### config.mk
export PLATFORM = sky130hd
export DESIGN_NAME = wb_stage_ll
export DESIGN_NICKNAME = d
export VERILOG_FILES = /design/src/rtl/wb_stage_ll_pkg.sv /design/src/rtl/wb_stage_ll_fifo.sv /design/src/rtl/wb_stage_ll.sv
export SDC_FILE = /design/constraint.sdc
export NUM_CORES = 1
export LEC_CHECK = 0
export CAP_MARGIN = 20
export CORE_MARGIN = 3
export CORE_UTILIZATION = 60
export CTS_CLUSTER_DIAMETER = 100
export DETAILED_ROUTE_END_ITERATION = 12
export DONT_BUFFER_PORTS = 1
export PLACE_DENSITY = 0.76
export RECOVER_POWER = 25
export REMOVE_ABC_BUFFERS = 1
export SLEW_MARGIN = 20
export SYNTH_ARGS = -nofsm -noshare
export SYNTH_HDL_FRONTEND = slang
export SYNTH_HIERARCHICAL = 1
export SYNTH_SLANG_ARGS = --single-unit
### constraint.sdc
create_clock -name clk -period 2.91 [get_ports clk]
set_input_delay 0.291 -clock clk [delete_from_list [all_inputs] [get_ports clk]]
set_output_delay 0.291 -clock clk [all_outputs]
set_load 0.02 [all_outputs]
### src/rtl/wb_stage_ll_pkg.sv
// Shared constants for the write-back stage: datapath defaults,
// result-source encodings and load funct3 codes.
package wb_stage_ll_pkg;

  localparam int WB_WORD_SIZE  = 32;
  localparam int WB_REG_ADDR_W = 5;

  localparam logic [1:0] RES_ALU = 2'b00;
  localparam logic [1:0] RES_MEM = 2'b01;
  localparam logic [1:0] RES_PC4 = 2'b10;
  localparam logic [1:0] RES_IMM = 2'b11;

  localparam logic [2:0] LD_B  = 3'b000;
  localparam logic [2:0] LD_H  = 3'b001;
  localparam logic [2:0] LD_W  = 3'b010;
  localparam logic [2:0] LD_BU = 3'b100;
  localparam logic [2:0] LD_HU = 3'b101;

endpackage

### src/rtl/wb_stage_ll_fifo.sv
// Synchronous FIFO buffering long-latency results.
// Pointers carry an extra wrap bit so full and empty are distinct.
module wb_ll_fifo #(
  parameter int WIDTH = 37,
  parameter int DEPTH = 4,
  localparam int AW = $clog2(DEPTH)
) (
  input  logic             clk,
  input  logic             rst,
  input  logic             push_i,
  input  logic             pop_i,
  input  logic [WIDTH-1:0] din_i,
  output logic [WIDTH-1:0] dout_o,
  output logic             full_o,
  output logic             empty_o,
  output logic [AW:0]      count_o
);

  logic [WIDTH-1:0] mem_q [DEPTH];
  logic [AW:0] wr_q, wr_d;
  logic [AW:0] rd_q, rd_d;

  always_comb begin
    wr_d = wr_q;
    rd_d = rd_q;
    if (push_i) wr_d = wr_q + 1'b1;
    if (pop_i)  rd_d = rd_q + 1'b1;
  end

  always_ff @(posedge clk) begin
    if (rst) begin
      wr_q <= '0;
      rd_q <= '0;
    end else begin
      wr_q <= wr_d;
      rd_q <= rd_d;
    end
  end

  always_ff @(posedge clk) begin
    if (push_i) mem_q[wr_q[AW-1:0]] <= din_i;
  end

  assign dout_o  = mem_q[rd_q[AW-1:0]];
  assign empty_o = (wr_q == rd_q);
  assign full_o  = (wr_q[AW] != rd_q[AW]) &&
                   (wr_q[AW-1:0] == rd_q[AW-1:0]);
  assign count_o = wr_q - rd_q;

endmodule

### src/rtl/wb_stage_ll.sv
// Write-back stage: main-pipe result select/extend plus a buffered
// long-latency result queue that retires into idle write-port slots.
module wb_stage_ll
  import wb_stage_ll_pkg::*;
#(
  parameter int WORD_SIZE  = WB_WORD_SIZE,
  parameter int REG_ADDR_W = WB_REG_ADDR_W,
  parameter int LL_DEPTH   = 4,
  parameter int MAX_WAIT   = 8
) (
  input  logic                      clk,
  input  logic                      rst,
  input  logic [WORD_SIZE-1:0]      ALUResultW,
  input  logic [WORD_SIZE-1:0]      ReadDataW,
  input  logic [WORD_SIZE-1:0]      PCPlus4W,
  input  logic [WORD_SIZE-1:0]      ImmExtW,
  input  logic [1:0]                ResultSrcW,
  input  logic [2:0]                LoadTypeW,
  input  logic [1:0]                ByteOffW,
  input  logic [REG_ADDR_W-1:0]     RdW,
  input  logic                      RegWriteW,
  input  logic                      LlValid,
  output logic                      LlReady,
  input  logic [REG_ADDR_W-1:0]     LlRd,
  input  logic [WORD_SIZE-1:0]      LlData,
  output logic                      RfWe,
  output logic [REG_ADDR_W-1:0]     RfRd,
  output logic [WORD_SIZE-1:0]      RfData,
  output logic                      StallReq,
  output logic [$clog2(LL_DEPTH):0] LlPending
);

  localparam int CW = $clog2(LL_DEPTH) + 1;
  localparam int WW = $clog2(MAX_WAIT + 1);
  localparam int EW = REG_ADDR_W + WORD_SIZE;

  logic [WORD_SIZE-1:0] shifted, ld_val, main_val;
  logic                 main_act, push, pop, full, empty;
  logic [EW-1:0]        head;
  logic [CW-1:0]        count;
  logic [WW-1:0]        wait_q, wait_d;

  always_comb begin
    shifted = ReadDataW >> {ByteOffW, 3'b000};
    case (LoadTypeW)
      LD_B:  ld_val = {{(WORD_SIZE-8){shifted[7]}}, shifted[7:0]};
      LD_H:  ld_val = {{(WORD_SIZE-16){shifted[15]}}, shifted[15:0]};
      LD_BU: ld_val = {{(WORD_SIZE-8){1'b0}}, shifted[7:0]};
      LD_HU: ld_val = {{(WORD_SIZE-16){1'b0}}, shifted[15:0]};
      default: ld_val = shifted;
    endcase
  end

  always_comb begin
    main_val = ALUResultW;
    unique case (ResultSrcW)
      RES_ALU: main_val = ALUResultW;
      RES_MEM: main_val = ld_val;
      RES_PC4: main_val = PCPlus4W;
      RES_IMM: main_val = ImmExtW;
    endcase
  end

  assign main_act = RegWriteW && (RdW != '0);
  assign LlReady  = !rst && !full;
  // Rd=0 transfers are handshaken but never stored.
  assign push     = LlValid && LlReady && (LlRd != '0);
  assign pop      = !rst && !main_act && !empty;

  wb_ll_fifo #(
    .WIDTH(EW),
    .DEPTH(LL_DEPTH)
  ) u_fifo (
    .clk    (clk),
    .rst    (rst),
    .push_i (push),
    .pop_i  (pop),
    .din_i  ({LlRd, LlData}),
    .dout_o (head),
    .full_o (full),
    .empty_o(empty),
    .count_o(count)
  );

  always_comb begin
    RfWe   = 1'b0;
    RfRd   = '0;
    RfData = '0;
    if (main_act && !rst) begin
      RfWe   = 1'b1;
      RfRd   = RdW;
      RfData = main_val;
    end else if (pop) begin
      RfWe           = 1'b1;
      {RfRd, RfData} = head;
    end
  end

  always_comb begin
    wait_d = wait_q;
    if (pop || empty)
      wait_d = '0;
    else if (wait_q != WW'(MAX_WAIT))
      wait_d = wait_q + 1'b1;
  end

  always_ff @(posedge clk) begin
    if (rst) wait_q <= '0;
    else     wait_q <= wait_d;
  end

  assign StallReq  = !rst && !empty && (wait_q == WW'(MAX_WAIT));
  assign LlPending = rst ? '0 : count;

endmodule
# --- Yosys cells after proc, flatten, opt, wreduce, memory -nomap -nowiden ---
# Memories as Yosys holds them, arrays and structs flattened. A register that Yosys moved wholly into a read port is not among the register bits.
# Cells that the tools add are included.
word_totals:
  register_bits: 10
  mem_bits_rw: 148
  inputBits: 181
  out_inout_bits: 43
  n_memories: 1
mem_list:
  columns: ["memory", "depth", "width", "rd", "rd_clocked_by_memory_dff", "wr", "line", "rtl"]
  rows:
  - ["u_fifo.mem_q", 4, 37, 1, 1, 1, "wb_stage_ll_fifo.sv:19", "logic [WIDTH-1:0] mem_q [DEPTH];"]
op_classes:
  n_addsub: 4
  eq_ne: 11
  shifts: 1
  muxes: 13
  reduce_logical: 20
op_table:
  columns: ["op", "count"]
  rows:
  - ["32-bit case mux with 4 select lines", 2]
  - ["32-bit two-way mux", 2]
  - ["32-bit by 5-bit >> shifter with 32-bit output", 1]
  - ["1-bit logical AND", 10]
  - ["5-bit two-way mux", 2]
  - ["5-bit nonzero test", 2]
  - ["3-bit by 1-bit adder with 3-bit output (second input constant)", 2]
  - ["3-bit equality test (second input constant)", 2]
  - ["4-bit by 1-bit adder with 4-bit output (second input constant)", 1]
  - ["2-bit equality test (second input constant)", 2]
  - ["4-bit equality test (second input constant)", 1]
  - ["1-bit logical NOT", 4]
  - ["1-bit two-way mux", 4]
  - ["2-bit two-way mux", 2]
  - ["4-bit inequality test (second input constant)", 1]
  - ["3-bit by 1-bit equality test with 1-bit output (second input constant)", 1]
  - ["3-bit equality test", 1]
  - ["3-bit logical NOT", 1]
  - ["3-bit two-way mux", 1]
  - ["3-bit subtractor", 1]
  - ["2-bit by 1-bit equality test with 1-bit output (second input constant)", 1]
  - ["2-bit equality test", 1]
  - ["2-bit logical NOT", 1]
  - ["2-bit OR reduction", 1]
  - ["other kinds (2)", 2]

# --- Longest topological paths before layout ---
logic_depth:
  word_depth: 8
  ltp_mapped: 10

# --- Cells and area by module ---
# The synthesis kept the hierarchy.
by_module_without_submodules:
  columns: ["module", "instances", "cells_each", "area_per_inst_um2", "seq_area_each_um2"]
  rows:
  - ["wb_ll_fifo", 1, 239, 5843.1, 4604.4]
  - ["wb_stage_ll", 1, 336, 2648.8, 80.1]

# --- Worst setup path before layout ---
# OpenSTA, ideal clock, no wires.
synth_timing:
  path_kind: "register to register"
  start: "register u_fifo.wr_q[0]"
  end: "memory u_fifo.mem_q[3][0], enable pin"
  arrival_time_ps: 2593
  path_slack_ps: -81
  path_stages_with_launch: 10
  path_buffers: 1
  synth_period_minus_slack_ps: 2991
  path_cell_list: "dfxtp_1 > inv_1 > ha_1 > nand2_1 > nor2b_1 > nor2_1 > nand2_1 > a21oi_1 > clkbuf_1 > and2_1"
synth_via:
  elab_chain_cells: 8
synth_lines:
  columns: ["element", "line", "rtl"]
  rows:
  - ["start, declared", "wb_stage_ll_fifo.sv:20", "logic [AW:0] wr_q, wr_d;"]
  - ["start signal, assigned", "wb_stage_ll_fifo.sv:35", "wr_q <= wr_d;"]
  - ["2-bit equality test", "wb_stage_ll_fifo.sv:47", "(wr_q[AW-1:0] == rd_q[AW-1:0]);"]
  - ["1-bit logical AND", "wb_stage_ll_fifo.sv:46", "assign full_o = (wr_q[AW] != rd_q[AW]) &&"]
  - ["net full", "wb_stage_ll.sv:38", "logic main_act, push, pop, full, empty;"]
  - ["1-bit logical NOT", "wb_stage_ll.sv:65", "assign LlReady = !rst && !full;"]
  - ["1-bit logical AND", "wb_stage_ll.sv:65", null]
  - ["net LlReady", "wb_stage_ll.sv:23", "output logic LlReady,"]
  - ["1-bit logical AND (2 in series)", "wb_stage_ll.sv:67", "assign push = LlValid && LlReady && (LlRd != '0);"]
  - ["net push", "wb_stage_ll.sv:38", null]
  - ["1-bit two-way mux", "wb_stage_ll_fifo.sv:41", "if (push_i) mem_q[wr_q[AW-1:0]] <= din_i;"]
  - ["1-bit two-way mux (not written as such)", "wb_stage_ll_fifo.sv:41", null]
  - ["end, declared", "wb_stage_ll_fifo.sv:19", null]
# The timed path passes the listed nets, and every way through them passes these cells.

# --- Worst setup path after layout ---
layout_timing:
  start: "register u_fifo.wr_q[0]"
  end: "output port RfData[31]"
layout_via:
  elab_chain_cells: 5
layout_lines:
  columns: ["element", "line", "rtl"]
  rows:
  - ["3-bit equality test", "wb_stage_ll_fifo.sv:45", "assign empty_o = (wr_q == rd_q);"]
  - ["net empty", "wb_stage_ll.sv:38", null]
  - ["1-bit logical NOT", "wb_stage_ll.sv:68", "assign pop = !rst && !main_act && !empty;"]
  - ["1-bit logical AND", "wb_stage_ll.sv:68", null]
  - ["32-bit two-way mux", "wb_stage_ll.sv:93", "end else if (pop) begin"]
  - ["32-bit two-way mux", "wb_stage_ll.sv:89", "if (main_act && !rst) begin"]
  - ["end, declared", "wb_stage_ll.sv:28", "output logic [WORD_SIZE-1:0] RfData,"]
# The timed path passes the listed nets, and every way through them passes these cells.

==> results.json <==
{
  "min_path_type": "input port to flip-flop",
  "yosysSeqAreaShare_pct": 55.16,
  "fp-row-count": 42,
  "finalMaxSlewViolations": 0,
  "clk_latency_ns": 0.43,
  "async_flop_share_pct": 0,
  "cap_violations": 0,
  "start_util_pct": 62.63,
  "yosys_warnings": 6,
  "fin_crit_sh_pct": 94.55,
  "status": "finished, final reports clean",
  "num_antenna_cells": 0,
  "cp_max_fo": 12,
  "grt_pass1_vias": 6039,
  "crit_chain": "inv_1 -> ha_1 -> nand2_1 -> nor2_4 -> nor2_1 -> buf_6 -> and2_1 -> a221oi_1 -> a221oi_1 -> buf_4",
  "cts_tree": "yes",
  "ys_ff_latch": 160,
  "cts_buffers": 17,
  "slowest_delay_ns": 0.37,
  "netlist.area_leader.share_pct": 52.34,
  "worstPathArrival_ns": 2.46,
  "max-clock-path-buffers": 2,
  "rsz0062_at_grt": "false",
  "ys_types": 46,
  "peakVddDrop_mv": 0.5103,
  "ys_top_cells_by_area": "edfxtp_1 (52%), mux4_2 (12%), mux2i_1 (4.7%), dfxtp_1 (2.8%), nand3b_1 (2.7%)",
  "critPathMostFrequentCell": "a221oi_1",
  "drt.antenna.violating_nets": 0,
  "first_pass_iters": 5,
  "end_kind": "primary output",
  "synth_edf_count": 148,
  "wl_per_cell_microns": 29.27,
  "regToRegStartpoint": "u_fifo/wr_q[0]",
  "hp-start": "rst",
  "totalWireLength_mm": 23.77,
  "finish.utilization_pct": 72.20,
  "holdPathEnd": "u_fifo/rd_q[2]",
  "netlist_instances": 575,
  "die_height_microns": 125.0,
  "crit_path_top_delay_cell": "dfxtp_2",
  "io_buffers": 0,
  "finalHoldViolations": 0,
  "synth_commonest_cells": "edfxtp_1 (148), mux4_2 (46), mux2i_1 (40)",
  "htreeDepth": 4,
  "path_class": "flip-flop to primary output",
  "crit_required_ns": 2.62,
  "setup_viol": 0,
  "yosys.area.top_type": "edfxtp_1",
  "synth.most_common_cell": "edfxtp_1",
  "startpoint_type": "flip-flop",
  "area_growth_pct": 15.28,
  "dp_hpwl_mm": 15.92,
  "synth_ff_type": "edfxtp_1",
  "netlist_area_sq_um": 8492,
  "grt-ovfl-total": 0,
  "grt_first_pass_wirelength_mm": 35.98,
  "design.die.area_sq_um": 15620,
  "final_layout_size_suffix_gt1_share_pct": 22.48,
  "relSlewSlack_pct": 44.22,
  "r2r_cells": 10,
  "core_region_area_sq_um": 13560,
  "timing.rr.end": "u_fifo/mem_q[0][24]",
  "dieWidth_microns": 125.0,
  "clk_pin_slew_ns": 0.06,
  "clock_tree.root_cell": "clkbuf_16",
  "drt_first_iter_violations": 476,
  "nets": 814,
  "vias": 5683,
  "fmax_ghz": 0.3635,
  "hold_slack_ns": 0.1608,
  "drcViolationCount": 0,
  "path_buf_inv": 3,
  "grt.total_usage_pct": 30.65,
  "p_leak_nw": 3.186,
  "p_per_area_nw_per_um2": 557.6,
  "gp_congestion": 0.8322,
  "grt_max_degree": 48,
  "cts.sinks": 160,
  "pin_count": 224,
  "via_per_inst": 6.999,
  "avgSynthCellArea_sq_um": 14.77,
  "worst_slew_pin_slew_ns": 0.8341,
  "final.setup_skew_ns": 0.009035,
  "fin_crit_ns": 2.751,
  "reg2reg_slack_ns": 0.57,
  "hold_depth": 3,
  "crit_family": "simple AND/OR/NAND/NOR gates",
  "fill_cells": 872,
  "antenna_found_initial": 3
}
flip-flops by register name (all words and copies together), names as in the netlist, named ones only:
signal and flops:
u_fifo/mem_q 148, u_fifo/rd_q 3, u_fifo/wr_q 3, wait_q 4
placed cells by master, fill, tap and decap left out, types with 3 or more instances in the layout:
cell	synthesis	routed
inv_6	0	5
dlygate4sd3_1	0	38
edfxtp_1	148	148
mux2i_1	40	40
dfxtp_2	0	3
a221oi_1	13	13
a221oi_2	10	10
mux4_2	46	46
and2_2	0	4
o221ai_1	7	7
or2_2	3	3
dfxtp_1	12	9
and2_1	13	9
nor3_1	3	3
buf_12	3	7
clkinv_4	0	6
nand3_1	9	9
nand3b_1	31	31
xnor2_1	4	4
nor2_1	14	13
o21ai_0	15	15
nor2b_1	31	31
buf_4	3	31
a31oi_1	8	8
o22ai_1	9	9
ha_1	9	9
nand2b_1	3	3
inv_1	8	8
mux4_1	7	7
clkbuf_16	0	17
a21oi_1	27	27
nand2_1	19	19
o2bb2ai_1	23	23
worst max path at each step:
stage	from	to	cells after the start
finish	u_fifo/wr_q[0]	RfData[31]	10
global route	flip-flop	RfData[30]	5
CTS	u_fifo/wr_q[0]	RfData[26]	9
detailed placement	RdW[1]	RfData[16]	6
global placement	RdW[1]	RfData[21]	6
floorplan	flip-flop	RfData[31]	4
metrics by stage:
stage                     power [mW]  TNS, ns  cells  worst slack, ns  area [sq um]
after global placement         3.261        0    740           0.5292          8798
after detailed placement       3.281        0    740           0.4659          8798
final                          5.459        0    812           0.1586          9789
after floorplan                3.087   -22.79    527          -0.2354          8210
after global routing           5.626        0    812          0.03661          9789
after CTS                      5.457        0    810          0.05737          9757
per-layer routing:
metal / GRT usage, % / routed length [microns]
met1: 39.40 / 8635
met2: 49.67 / 11870
met3: 8.145 / 2452
met4: 13.39 / 777
met5: 0 / 33
where the power goes:
part,switching [mW],internal (mW),total [mW],leakage [nW]
sequential,0.0241,2.56,2.59,1.44
combinational,0.389,0.341,0.730,1.47
clock,0.939,1.20,2.14,0.277
total,1.35,4.11,5.46,3.19
final cells by class:
cell class / instances / area, sq um / share of cell area, %
clock inverters: 15 / 152.6 / 1.559
flip-flops and latches: 160 / 4688 / 47.89
inverters: 8 / 30.03 / 0.3067
clock buffers: 17 / 425.4 / 4.346
well taps: 176 / 220.2 / 2.249
multi-input cells: 359 / 3508 / 35.84
repair buffers: 77 / 764.5 / 7.809
kinds of logic after synthesis:
group,Yosys count,share of synthesized area [%]
buffers and inverters,56,3.669
AND/OR/NAND/NOR,130,9.076
AO/OA/AOI/OAI,120,10.83
XOR/XNOR,6,0.6188
flip-flops,160,55.16
multiplexers,93,19.08
adder cells (fa/ha/maj),10,1.562
timing repair:
action / in CTS / in global routing
gates resized for setup: 0 / 2
buffers inserted: 0 / 2
hold endpoints to repair: 156 / 0
hold buffers: 38 / 0
endpoints found under the setup margin: 0 / 8
worst reg2reg max path, delay by kind of cell, from the launching register on:
family                     cells  cell delay (ns)
and+or+nand+nor                5             0.76
AOI/OAI and AO/OA              1             0.11
adders and majority gates      1             0.32
buffers and inverters          3             0.50
DFF                            1             0.37
Note: power is estimated with default switching activity, not from simulation.
